<file path="config.mk">
export PLATFORM = sky130hd
export DESIGN_NAME = bus_transfer_sequencer_flat
export DESIGN_NICKNAME = d
export VERILOG_FILES = /design/src/rtl/bus_transfer_sequencer_if.sv /design/src/rtl/bus_transfer_sequencer.sv /design/src/flat_wrapper.sv
export SDC_FILE = /design/constraint.sdc
export NUM_CORES = 1
export LEC_CHECK = 0
export BUFFER_PORTS_ARGS = -buffer_cell sky130_fd_sc_hd__buf_2
export CORE_MARGIN = 2
export CORE_UTILIZATION = 45
export CTS_CLUSTER_DIAMETER = 100
export DETAILED_ROUTE_END_ITERATION = 10
export GPL_TIMING_DRIVEN = 0
export PLACE_DENSITY_LB_ADDON = 0.05
export SYNTH_ARGS = -nofsm -noshare
export SYNTH_HDL_FRONTEND = slang
export SYNTH_SLANG_ARGS = --single-unit
</file>
<file path="constraint.sdc">
create_clock -name clock -period 2.2 [get_ports clock]
set_input_delay 0 -clock clock [delete_from_list [all_inputs] [get_ports clock]]
set_output_delay 0 -clock clock [all_outputs]
set_load 0.01 [all_outputs]
</file>
<file path="src/rtl/bus_transfer_sequencer_if.sv">
// bus_transfer_sequencer_if: request, register-select and data-bus signals between the sequencer and the register file.
interface bus_transfer_sequencer_if #(
    parameter int DATA_BUS_WIDTH = 8,
    parameter int NUM_REGS = 8
);
    logic req;
    logic [2:0] src;
    logic [2:0] dst;
    logic [DATA_BUS_WIDTH-1:0] bus_data;
    logic [DATA_BUS_WIDTH-1:0] xfer_data;
    logic ready;
    logic busy;
    logic done;
    logic [NUM_REGS-1:0] sel;
    logic [NUM_REGS-1:0] ld;
    modport master (input req, src, dst, bus_data, output ready, busy, sel, ld, xfer_data, done);
    modport slave (output req, src, dst, bus_data, input ready, busy, sel, ld, xfer_data, done);
endinterface

</file>
<file path="src/rtl/bus_transfer_sequencer.sv">
// bus_transfer_sequencer: phased MOV8 register-to-register transfer driving one-hot select/load strobes on the data bus.
module bus_transfer_sequencer #(
    parameter int DATA_BUS_WIDTH = 8,
    parameter int NUM_REGS = 8,
    parameter int PHASE_CYCLES = 1
) (
    input logic clock,
    input logic reset_n,
    bus_transfer_sequencer_if.master bus
);
    typedef enum logic [2:0] {IDLE, SELECT, LOAD, HOLD, RELEASE} state_t;
    state_t state, nxt;
    logic [3:0] cnt;
    logic [2:0] src_q, dst_q, src_n, dst_n;
    logic tc, accept;
    logic [NUM_REGS-1:0] sel_n, ld_n;
    assign tc = state == RELEASE || cnt == 4'(PHASE_CYCLES - 1);
    assign accept = state == IDLE && bus.req;
    assign src_n = accept ? bus.src : src_q;
    assign dst_n = accept ? bus.dst : dst_q;
    always_ff @(posedge clock or negedge reset_n) begin
        if (!reset_n) begin
            state <= IDLE;
            cnt <= 4'd0;
            src_q <= 3'd0;
            dst_q <= 3'd0;
        end else begin
            state <= nxt;
            cnt <= (state == IDLE || tc) ? 4'd0 : cnt + 4'd1;
            src_q <= src_n;
            dst_q <= dst_n;
        end
    end
    always_comb begin
        nxt = state;
        if (state == IDLE)
            nxt = accept ? SELECT : IDLE;
        else if (tc)
            nxt = state == SELECT ? LOAD : state == LOAD ? HOLD : state == HOLD ? RELEASE : IDLE;
    end
    // Strobes are decoded from the next state so the registered outputs switch exactly at state boundaries.
    always_comb begin
        sel_n = '0;
        ld_n = '0;
        if ((nxt == SELECT || nxt == LOAD || nxt == HOLD) && src_n != dst_n)
            sel_n[src_n] = 1'b1;
        if (nxt == LOAD)
            ld_n[dst_n] = 1'b1;
    end
    always_ff @(posedge clock or negedge reset_n) begin
        if (!reset_n) begin
            bus.sel <= '0;
            bus.ld <= '0;
            bus.done <= 1'b0;
            bus.ready <= 1'b1;
            bus.busy <= 1'b0;
            bus.xfer_data <= {DATA_BUS_WIDTH{1'b0}};
        end else begin
            bus.sel <= sel_n;
            bus.ld <= ld_n;
            bus.done <= nxt == RELEASE;
            bus.ready <= nxt == IDLE;
            bus.busy <= nxt != IDLE;
            if (state == LOAD && tc)
                bus.xfer_data <= bus.bus_data;
        end
    end
endmodule

</file>
<file path="src/flat_wrapper.sv">
// flat-port wrapper written by rule: the top's interface ports become plain ports
module bus_transfer_sequencer_flat 
#(
    parameter int DATA_BUS_WIDTH = 8,
    parameter int NUM_REGS = 8,
    parameter int PHASE_CYCLES = 1
)
  (clock, reset_n, bus_req, bus_src, bus_dst, bus_bus_data, bus_ready, bus_busy, bus_sel, bus_ld, bus_xfer_data, bus_done);
  bus_transfer_sequencer_if #(.DATA_BUS_WIDTH(DATA_BUS_WIDTH), .NUM_REGS(NUM_REGS)) bus_i ();
  input logic clock;
  input logic reset_n;
  input wire logic [$bits(bus_i.req)-1:0] bus_req;
  input wire logic [$bits(bus_i.src)-1:0] bus_src;
  input wire logic [$bits(bus_i.dst)-1:0] bus_dst;
  input wire logic [$bits(bus_i.bus_data)-1:0] bus_bus_data;
  output wire logic [$bits(bus_i.ready)-1:0] bus_ready;
  output wire logic [$bits(bus_i.busy)-1:0] bus_busy;
  output wire logic [$bits(bus_i.sel)-1:0] bus_sel;
  output wire logic [$bits(bus_i.ld)-1:0] bus_ld;
  output wire logic [$bits(bus_i.xfer_data)-1:0] bus_xfer_data;
  output wire logic [$bits(bus_i.done)-1:0] bus_done;
  assign bus_i.req = bus_req;
  assign bus_i.src = bus_src;
  assign bus_i.dst = bus_dst;
  assign bus_i.bus_data = bus_bus_data;
  assign bus_ready = bus_i.ready;
  assign bus_busy = bus_i.busy;
  assign bus_sel = bus_i.sel;
  assign bus_ld = bus_i.ld;
  assign bus_xfer_data = bus_i.xfer_data;
  assign bus_done = bus_i.done;
  bus_transfer_sequencer #(.DATA_BUS_WIDTH(DATA_BUS_WIDTH), .NUM_REGS(NUM_REGS), .PHASE_CYCLES(PHASE_CYCLES)) u_core (.clock(clock), .reset_n(reset_n), .bus(bus_i));
endmodule
</file>
==> results.ini <==
[worst_setup_path]
cpPeakStageDelay_ps = 530
critPathMaxFanout = 8
worst_setup_path_start_kind = register
critical_path_required_ps = 2370
worstPathCellList = inv_1 > ha_1 > nor4b_1 > nand2_2 > mux2_2
cp_slowest_cell = nor4b_1
arrival_ps = 2110
crit_type = register to register
setup.worst_path.end_class = register

[synth]
synth_seq_area_share_pct = 54.6
synthesis.nets = 174
yosys-top-cells-area = dfrtp_1, mux2_2, mux2i_1
netlist_top_cells_count = dfrtp_1, nand2_1, nor2b_1
avgSynthCellArea_um2 = 11.8
synth_edf_count = 0
synth_cell_types = 39
yosysTopAreaCell = dfrtp_1
syn_area_mm2 = 0.00184
synth_cells = 155
synth_ff_type = dfrtp_1
yosysMostFrequentCell = dfrtp_1
ys_seq_elements = 40
async_reset_ff_share_pct = 100
ys_warn_count = 0
yosysTopAreaCellShare_pct = 53.2

[global_route]
grt_max_degree = 41
grt_pass1_wl_um = 5930
grt_antenna_before_repair = 0
grt.total_usage_pct = 17.7
first_global_vias = 1351
grt.overflow.total = 0

[routing]
wl_met1_um = 1650
first_iter_violations = 40
post-route-drc-count = 0
drt_wl_total_um = 3560
vias_per_cell = 5.04
wl_per_cell_um = 13.2
vias = 1355
dr_wl_met2_um = 1710
dr_wl_met3_um = 143
drt-pass1-iter-count = 4
ant_nets = 0
highest_layer = met4

[pwr]
p_leak_uw = 0.00115
power.ir.vdd_worst_mv = 0.498
p_per_area_mw_per_mm2 = 1200

[timing]
max_freq_ghz = 0.515
fin_crit_sh_pct = 88.2
final.setup.worst_slack_ps = 260
finalHoldViolCount = 0
clock_skew_ps = 4.19
rsz0062_at_grt = false
min_period_ps = 1940
setup_viol = 0
tightest_slew_ps = 847
maxSlewViolCount = 0
slew_headroom_pct = 43.5
timing.setup.tns_ps = 0

[clock_network]
post_cts_buffers = 0
h-tree-depth = 2
cts_sinks = 40
cts.reportedPaths.clkPinSlew_ps = 70
clockRootBuffer = clkbuf_8
clock_path_buffers = 2
postCtsHoldBufs = 13
cts_buffers = 5
clock_latency_ps = 290
ctsResizeCount = 0
cts_tree = built

[place]
portBuffers = 43
dpl.hpwl_um = 2570
place_area_mm2 = 0.00211
detailedPlace.worstSlack_ps = 282
gp_congestion = 0.816

[cells_and_area]
drive_gt1_share_pct = 32.4
stdcell_area_mm2 = 0.00232
syn_to_final_growth_pct = 26.7
fin_nets = 237
num_antenna_cells = 0

[die]
die_x_um = 67.9
coreArea_mm2 = 0.00397
start_util_pct = 46.2
die_area_mm2 = 0.00461
row_count = 23
chipHeight_um = 67.9
pin_count = 44

[run]
maxCapViolCount = 0

[min_path]
hp-class = input pin to register

[status]
outcome = completed

[routing by layer]
metal / GRT usage (%) / vias to the layer above
li1: - / 673
met1: 22.0 / 653
met2: 29.4 / 24
met3: 4.93 / 5
met4: 6.75 / 0
met5: 0 / -
[cell type report]
type	count	area, um^2
fill	340	1650
sequential	40	1000
multi-input combinational	101	762
timing repair buffer	56	345
clock buffer	7	76.3
tap	50	62.6
buffer	6	41.3
inverter	8	30.0
clock inverter	1	5.00
[power by group]
group	switching, uW	leakage (uW)	internal [uW]
combinational	678	0.000594	536
sequential	144	0.000516	982
clock	235	0.0000422	222
total	1060	0.00115	1740
[flip-flops by register name (all words and copies together), names as in the netlist]
name / cells
u_core.dst_q: 3
u_core.src_q: 3
u_core.bus.done: 1
u_core.bus.ready: 1
u_core.bus.busy: 1
u_core.state: 3
u_core.bus.sel: 8
u_core.cnt: 4
u_core.bus.ld: 8
u_core.bus.xfer_data: 8
[cells in the final DEF, fill, tap and decap left out, types with 6 or more instances in the layout]
cell type | Yosys | routed
mux2_2 | 8 | 8
nor4_1 | 6 | 6
dfrtp_1 | 39 | 39
mux2i_1 | 8 | 8
buf_2 | 3 | 46
dlygate4sd3_1 | 0 | 13
nor2_1 | 9 | 9
nor2b_1 | 10 | 10
nand2_1 | 14 | 14
a211oi_1 | 6 | 6
inv_1 | 8 | 8
[worst max-delay path: cells and delay by family, from the launching register on]
family | cells | cell delay (ps)
fa+ha+maj | 1 | 170
simple gates | 2 | 810
mux | 1 | 350
flops | 1 | 420
buf+inv | 1 | 70
[cells by family (layout without fill, tap and decap cells)]
kind of cell | after synthesis | after routing | synth area share (%)
mux | 18 | 18 | 11.3
compound gates | 22 | 22 | 8.93
flops | 40 | 40 | 54.6
buf+inv | 14 | 78 | 3.89
simple gates | 53 | 53 | 17.0
xor+xnor | 6 | 6 | 2.86
fa+ha+maj | 2 | 2 | 1.36
[stage by stage]
step | hold WS (ps) | util, % | cells | total power, uW
after floorplan | -296 | - | 155 | 1970
after global placement | 151 | 53.2 | 248 | 2290
after detailed placement | 167 | 53.2 | 248 | 2340
after CTS | 5.40 | 58.5 | 269 | 2830
after global routing | 48.5 | 58.5 | 269 | 3020
final | 17.3 | 58.5 | 269 | 2800
[path summary, 6_finish.rpt]
check	to	slack [ps]	from	cells after the start
hold / removal	u_core.dst_q[1]$_DFF_PN0_	20	bus_dst[1]	3
hold reg to reg	u_core.cnt[0]$_DFF_PN0_	500	u_core.cnt[0]$_DFF_PN0_	1
max in group asynchronous	u_core.bus.sel[3]$_DFF_PN0_	1320	reset_n	2
setup reg to reg	u_core.bus.xfer_data[6]$_DFFE_PN0P_	260	u_core.cnt[0]$_DFF_PN0_	5
setup / recovery	u_core.bus.xfer_data[6]$_DFFE_PN0P_	260	u_core.cnt[0]$_DFF_PN0_	5
min in group asynchronous	u_core.bus.xfer_data[0]$_DFFE_PN0P_	360	reset_n	2
Power figures use the tool's default switching activity.
